[src/rtl/wb_stage_pipe.sv]
// Purpose : M/W pipeline register merged with the write-back selector. It also extracts
//           sub-word loads, suppresses writes to $0, and counts retired instructions.
// Latency : M inputs captured at edge n drive waddr/wback/regwrite combinationally in cycle n+1.
// Backpr. : en=0 stalls and holds W. flush loads a bubble and overrides a stall.
//           An instruction retires on any edge where valid_W=1 and en=1.
// Ports   : clk/reset (async, active-high); en, flush; valid_M/instr_M/alu_M/dr_M/pc8_M from MEM;
//           waddr/wback/regwrite to the GRF; valid_W/instr_W as a hazard tap; retire_cnt.
// DATA_W must be 32 or 64. Loads always extract from the low 32 bits of the memory word.
module wb_stage_pipe #(
  parameter int DATA_W   = 32,
  parameter int RADDR_W  = 5,
  parameter int LINK_REG = 31,
  parameter int CNT_W    = 32
) (
  input  logic               clk,
  input  logic               reset,
  input  logic               en,
  input  logic               flush,
  input  logic               valid_M,
  input  logic [31:0]        instr_M,
  input  logic [DATA_W-1:0]  alu_M,
  input  logic [31:0]        dr_M,
  input  logic [DATA_W-1:0]  pc8_M,
  output logic [RADDR_W-1:0] waddr,
  output logic [DATA_W-1:0]  wback,
  output logic               regwrite,
  output logic               valid_W,
  output logic [31:0]        instr_W,
  output logic [CNT_W-1:0]   retire_cnt
);

  localparam logic [5:0] OP_SPECIAL = 6'h00;
  localparam logic [5:0] OP_REGIMM  = 6'h01;
  localparam logic [5:0] OP_JAL     = 6'h03;
  localparam logic [5:0] OP_LB      = 6'h20;
  localparam logic [5:0] OP_LH      = 6'h21;
  localparam logic [5:0] OP_LW      = 6'h23;
  localparam logic [5:0] OP_LBU     = 6'h24;
  localparam logic [5:0] OP_LHU     = 6'h25;
  localparam logic [5:0] FN_JALR    = 6'h09;
  localparam logic [5:0] FN_MFHI    = 6'h10;
  localparam logic [5:0] FN_MFLO    = 6'h12;
  localparam logic [4:0] RT_BLTZAL  = 5'h10;
  localparam logic [4:0] RT_BGEZAL  = 5'h11;

  // W register
  logic              valid_q, valid_d;
  logic [31:0]       instr_q, instr_d;
  logic [DATA_W-1:0] alu_q,   alu_d;
  logic [31:0]       dr_q,    dr_d;
  logic [DATA_W-1:0] pc8_q,   pc8_d;
  logic [1:0]        off_q,   off_d;
  logic [CNT_W-1:0]  cnt_q,   cnt_d;

  always_comb begin
    valid_d = valid_q;
    instr_d = instr_q;
    alu_d   = alu_q;
    dr_d    = dr_q;
    pc8_d   = pc8_q;
    off_d   = off_q;
    cnt_d   = cnt_q;
    // The W instruction leaves on any advancing edge, including one that also flushes.
    if (valid_q && en) begin
      cnt_d = cnt_q + CNT_W'(1);
    end
    if (flush) begin
      valid_d = 1'b0;
      instr_d = '0;
      alu_d   = '0;
      dr_d    = '0;
      pc8_d   = '0;
      off_d   = '0;
    end else if (en) begin
      valid_d = valid_M;
      instr_d = instr_M;
      alu_d   = alu_M;
      dr_d    = dr_M;
      pc8_d   = pc8_M;
      off_d   = alu_M[1:0];
    end
  end

  always_ff @(posedge clk or posedge reset) begin
    if (reset) begin
      valid_q <= 1'b0;
      instr_q <= '0;
      alu_q   <= '0;
      dr_q    <= '0;
      pc8_q   <= '0;
      off_q   <= '0;
      cnt_q   <= '0;
    end else begin
      valid_q <= valid_d;
      instr_q <= instr_d;
      alu_q   <= alu_d;
      dr_q    <= dr_d;
      pc8_q   <= pc8_d;
      off_q   <= off_d;
      cnt_q   <= cnt_d;
    end
  end

  // Instruction class decode from the registered word
  logic [5:0] opcode;
  logic [5:0] funct;
  logic [4:0] rt_f;
  logic       is_cal_r, is_r_h_l, is_jalr, is_cal_i, is_load, is_jal, is_bgezal, is_bltzal;
  logic       writes;

  assign opcode    = instr_q[31:26];
  assign funct     = instr_q[5:0];
  assign rt_f      = instr_q[20:16];

  assign is_cal_r  = (opcode == OP_SPECIAL) &&
                     (funct inside {6'h00, 6'h02, 6'h03, 6'h04, 6'h06, 6'h07,
                                    6'h20, 6'h21, 6'h22, 6'h23, 6'h24, 6'h25,
                                    6'h26, 6'h27, 6'h2a, 6'h2b});
  assign is_r_h_l  = (opcode == OP_SPECIAL) && ((funct == FN_MFHI) || (funct == FN_MFLO));
  assign is_jalr   = (opcode == OP_SPECIAL) && (funct == FN_JALR);
  assign is_cal_i  = (opcode inside {6'h08, 6'h09, 6'h0a, 6'h0b, 6'h0c, 6'h0d, 6'h0e, 6'h0f});
  assign is_load   = (opcode inside {OP_LB, OP_LH, OP_LW, OP_LBU, OP_LHU});
  assign is_jal    = (opcode == OP_JAL);
  assign is_bgezal = (opcode == OP_REGIMM) && (rt_f == RT_BGEZAL);
  assign is_bltzal = (opcode == OP_REGIMM) && (rt_f == RT_BLTZAL);

  assign writes    = is_cal_r | is_r_h_l | is_jalr | is_cal_i | is_load |
                     is_jal | is_bgezal | is_bltzal;

  // Sub-word load extraction. Offset bits below the access size are ignored.
  logic [7:0]        byte_sel;
  logic [15:0]       half_sel;
  logic [DATA_W-1:0] load_val;

  always_comb begin
    case (off_q)
      2'd0:    byte_sel = dr_q[7:0];
      2'd1:    byte_sel = dr_q[15:8];
      2'd2:    byte_sel = dr_q[23:16];
      default: byte_sel = dr_q[31:24];
    endcase
    half_sel = off_q[1] ? dr_q[31:16] : dr_q[15:0];
    case (opcode)
      OP_LW:   load_val = DATA_W'($signed(dr_q));
      OP_LH:   load_val = DATA_W'($signed(half_sel));
      OP_LHU:  load_val = DATA_W'(half_sel);
      OP_LB:   load_val = DATA_W'($signed(byte_sel));
      OP_LBU:  load_val = DATA_W'(byte_sel);
      default: load_val = '0;
    endcase
  end

  // Write-back address and data. These are shown even when regwrite is suppressed.
  always_comb begin
    waddr = '0;
    wback = '0;
    if (is_cal_r || is_r_h_l || is_jalr) begin
      waddr = RADDR_W'(instr_q[15:11]);
    end else if (is_cal_i || is_load) begin
      waddr = RADDR_W'(instr_q[20:16]);
    end else if (is_jal || is_bgezal || is_bltzal) begin
      waddr = RADDR_W'(LINK_REG);
    end
    if (is_cal_r || is_cal_i || is_r_h_l) begin
      wback = alu_q;
    end else if (is_jal || is_jalr || is_bgezal || is_bltzal) begin
      wback = pc8_q;
    end else if (is_load) begin
      wback = load_val;
    end
  end

  assign regwrite   = valid_q && writes && (waddr != '0);
  assign valid_W    = valid_q;
  assign instr_W    = instr_q;
  assign retire_cnt = cnt_q;

endmodule

[config.mk]
export PLATFORM = sky130hd
export DESIGN_NAME = wb_stage_pipe
export DESIGN_NICKNAME = d
export VERILOG_FILES = /design/src/rtl/wb_stage_pipe.sv
export SDC_FILE = /design/constraint.sdc
export NUM_CORES = 1
export LEC_CHECK = 0
export ABC_AREA = 1
export CORE_ASPECT_RATIO = 1.5
export CORE_MARGIN = 10
export CORE_UTILIZATION = 44
export DETAILED_ROUTE_END_ITERATION = 8
export PLACE_DENSITY = 0.88
export SYNTH_ARGS = -nofsm -noshare
export SYNTH_HDL_FRONTEND = slang
export SYNTH_SLANG_ARGS = --single-unit
[constraint.sdc]
create_clock -name clk -period 4.9 [get_ports clk]
set_input_delay 0.98 -clock clk [delete_from_list [all_inputs] [get_ports clk]]
set_output_delay 0.98 -clock clk [all_outputs]
set_load 0.01 [all_outputs]
[Word level (Yosys, flattened, before mapping)]
Cells that the tools add are included.
Cells by class
  $add $sub $neg: 1
  equal/unequal tests: 37
  multiplexer cells: 21
  bitwise gates (word level): 7
  reduce and logical (&&, ||, !) cells: 27
Operator list (count)
  32-bit 2-to-1 mux: 11
  32-bit one-hot mux with 5 select lines: 1
  6-bit == test (second input constant): 15
  6-bit by 4-bit == test with 1-bit output (second input constant): 9
  32-bit by 1-bit adder with 32-bit output (second input constant): 1
  8-bit one-hot mux with 3 select lines: 1
  6-bit by 2-bit == test with 1-bit output (second input constant): 3
  6-bit by 3-bit == test with 1-bit output (second input constant): 3
  16-bit 2-to-1 mux: 1
  16-bit nonzero test: 1
  5-bit 2-to-1 mux: 3
  6-bit by 5-bit == test with 1-bit output (second input constant): 2
  6-bit logical NOT: 2
  1-bit logical OR: 11
  5-bit == test (second input constant): 2
  5-bit nonzero test: 2
  1-bit logical AND: 8
  8-bit nonzero test: 1
  1-bit OR: 7
  6-bit by 1-bit == test with 1-bit output (second input constant): 1
  2-bit 2-to-1 mux: 2
  2-bit by 1-bit == test with 1-bit output (second input constant): 1
  2-bit == test (second input constant): 1
  2-bit logical NOT: 1
  2 further kinds: 3
Word-level totals
  register bits: 163
  output and inout bits: 103

[Depth between registers and ports, before layout]
  depth after elaboration: 12
  depth in mapped cells: 13
  depth with buffers taken out: 13

[Worst setup path after synthesis]
OpenSTA, ideal clock, no wires.
  kind: flip-flop to output port
  start: register instr_q[29] (netlist: instr_W[29])
  end: output port wback[21]
  arrival time: 1.542 ns
  required time: 3.920 ns
  setup slack: 2.378 ns
  stages on the path, launching flop included: 7
  path buffers: 1
  cell sequence: dfrtp_1 > nor4_4 > o211ai_1 > o21ai_4 > buf_6 > a21oi_1 > nand3_1
Between the ends
  cells in the longest elaborated chain, start to end: 7
  elaborated cells between the ends (all ways): 32
  those cells by class: eq/ne: 15; mux: 4; reduce/logical: 13
Ends and longest elaborated chain
  from (decl): line 48  | logic [31:0] instr_q, instr_d;
  from (signal assigned): line 95  | instr_q <= instr_d;
  branches (longest 6 deep; another with 32-bit one-hot mux with 5 select lines)
  32-bit 2-to-1 mux (*): line 164  | if (is_cal_r || is_cal_i || is_r_h_l) begin
  to (decl): line 25  | output logic [DATA_W-1:0] wback,
Mark *: on every way between the ends.

[Worst setup path in the final report]
  start: register instr_q[29] (netlist: instr_W[29])
  end: output port wback[31]
Same word-level chain as after synthesis.

==> reports/results.txt <==
Final Hold Viols = 0
Slew HR = 0.327
synth warn = 0
power per cell area = 294 mW/mm²
Primary FF master, synth = dfrtp_1
Max Clk Rate = 233 MHz
post-CTS sizing = 0
GR Util All Layers = 0.227
Avg Cell Area, Syn = 7.87 µm²
Synth Register Bits = 161
Mapped Area = 0.00821 mm²
Yosys top cell area share = 0.491
WP depth = 6
die area = 0.0246 mm²
Worst-Margin Slew = 1010 ps
Synth Area in Compound Gates = 0.138
Finish-stage setup viols = 0
Worst Setup Start Kind = flip-flop
register area = 0.00403 mm²
post-synth cell types = 33
maxcap violations = 0
XOR/XNOR share of the synthesized area = 0.0331
Iteration-0 DRC Markers = 612
critical path endpoint category = primary output
DP Wirelength = 21.0 mm
Post-synth top cells = 173 x nand3_1, 169 x inv_1, 161 x dfrtp_1
FF-to-FF setup slack = 3020 ps
min cycle time layout = 4280 ps
Clock Path Buffers = 2
hold buffer count at cts = 0
initial antenna violation count = 3
largest family of logic cells by synthesized area = simple AND/OR/NAND/NOR gates
placed insts = 1479
number of global-route vias before repair = 8375
reg-to-reg startpoint = valid_W
hold endpoint = retire_cnt[31]
CTS Buf Count = 17
DR pass1 iterations = 5
Syn Nets = 1177
count leader, synth = nand3_1
Synth Area in Adders = 0.00152
total wire length = 28.3 mm
Setup Buffers After CTS = 0
largest net degree at the start of global routing = 162
type of the tightest min-delay check = reg2reg
Synth Area in Simple Gates = 0.230
area grow syn2layout = 37.5%
Worst Hold Launch = retire_cnt[31]
routed len/inst = 18.7 µm
multi-input combinational cell area = 0.00330 mm²
Peak supply drop = 0.000174 V
Root Buffer = clkbuf_16
critical path class = reg2out
I/O pin cnt = 236
worst-path fanout max = 16
Post-Layout Cell Count = 1513
TritonCTS Sinks = 161
RSZ-0062 raised after global routing = false
CTS tree = yes
crit-path cells = nor4_4 -> o211ai_1 -> o21ai_4 -> a21oi_1 -> nand3_1 -> clkdlybuf4s50_1
register area share after synthesis = 0.491
share of flip-flops with an asynchronous set or reset = 1.00
Reg-to-Reg End = retire_cnt[28]
global route overflow = 0
synth top area cells = dfrtp_1 49%, nand3_1 11%, o21ai_0 9.4%, inv_1 7.7%, nand2_1 6.8%
cell count after synthesis = 1043
fillers = 1623
portion of netlist area occupied by mux cells = 0
LEAKAGE = 5.00 nW
Synth area leader = dfrtp_1
clock skew = 11.4 ps
initial core utilization = 0.445
number of flops mapped to enable cells by yosys = 0
CTS clk-pin slew, worst paths = 70 ps
final hold slack = 473 ps
GPL Wtd Cong = 0.879
Slew Limit Fails = 0
DR vias = 8065
worst skew pair latency = 430 ps
Final ANT Viol Nets = 0
Setup TNS Final = 0 ps
# H-tree levels = 4
die width = 132 µm
Data arrival, critical path = 3300 ps
WHS Path Cells = 1
core area = 0.0185 mm²
CP delay by family, top = compound AO/OA/AOI/OAI gates
share of layout cells above drive strength 1 = 0.0500
Tcrit/Tclk final = 0.874
Crit-path slowest cell = nor4_4
Bufs and invs on worst path = 1
final net count = 1380
vias per std cell = 5.33
outcome = finished, final reports clean
DRC viols = 0
crit-path max cell delay = 770 ps
first-pass GRT wire length = 45.1 mm
Die Y = 187 µm
FF-to-FF path depth = 7
Buffers on Ports = 235
Cell Rows = 61
Worst EP required = 3920 ps
-- worst max path at each step --
stage | from | to
final | instr_W[29] | wback[31]
after floorplan | reset | alu_q[0]
after global routing | instr_W[27] | wback[31]
after CTS | instr_W[29] | wback[31]
after detailed placement | instr_W[29] | wback[31]
after global placement | instr_W[29] | wback[31]
-- state kept, by name (all words and copies together) (netlist names) --
| register | cells |
|---|---|
| alu_q | 32 |
| dr_q | 32 |
| retire_cnt | 32 |
| pc8_q | 32 |
| instr_W | 32 |
| valid_W | 1 |
-- report_power, final --
part	internal [W]	switching (W)	total, W
combinational	0.000265	0.000283	0.000548
sequential	0.00140	0.0000745	0.00148
clock	0.000723	0.000573	0.00130
-- metal layers --
layer,share of wire,track usage,vias up
li1,-,-,3801
met1,0.37,0.241,3817
met2,0.50,0.392,360
met3,0.077,0.0659,85
met4,0.054,0.130,2
met5,0.00064,0,-
-- cells by family after synthesis --
group                    count (synthesis)
AND/OR/NAND/NOR                        408
buffers and inverters                  229
flip-flops                             161
XOR/XNOR                                31
adder cells (fa/ha/maj)                  1
AO/OA/AOI/OAI                          213
-- metrics by stage --
stage          setup WS, ps   util  total power (W)  area [µm²]
3_5_place_dp           1120  0.580          0.00205       10700
3_3_place_gp           1240  0.580          0.00204       10700
5_1_grt                 429  0.611          0.00346       11300
6_report                615  0.611          0.00332       11300
2_1_floorplan          1880      -          0.00173        8220
4_1_cts                 653  0.611          0.00335       11300
-- worst reg2reg max path, delay by kind of cell (launching register included) --
family / cells / cell delay [ps]
xor gates and xnor gates: 1 / 190
buffers and inverters: 1 / 150
DFF: 1 / 480
and+or+nand+nor: 5 / 990
-- cells in the final DEF (no fill, tap or decap), types with 2 or more instances in the layout --
master and instances:
inv_6 5, nand3_2 2, clkinv_2 3, o2111ai_1 4, nand2_2 3, diode_2 2
buf_4 5, nand2_1 149, nand4_1 6, inv_1 167, clkinv_4 2, buf_12 2
xnor2_1 9, clkdlybuf4s50_1 234, nand4_2 2, xor2_1 22, nand3_1 173, clkinvlp_4 2
o221ai_1 4, nor2_1 50, o2bb2ai_1 4, nor2_2 4, nor3_2 3, clkbuf_16 17
a21oi_1 42, dfrtp_1 161, inv_2 3, o21ai_0 154, nor3_1 12
-- layout make-up --
cell class / instances / share of cell area
sequential: 161 / 0.357
inverter: 172 / 0.0577
antenna: 2 / 0.000443
clock inverter: 13 / 0.0111
multi-input combinational: 653 / 0.293
tap: 252 / 0.0279
clock buffer: 19 / 0.0392
timing repair buffer: 241 / 0.214
Power figures use the tool's default switching activity.
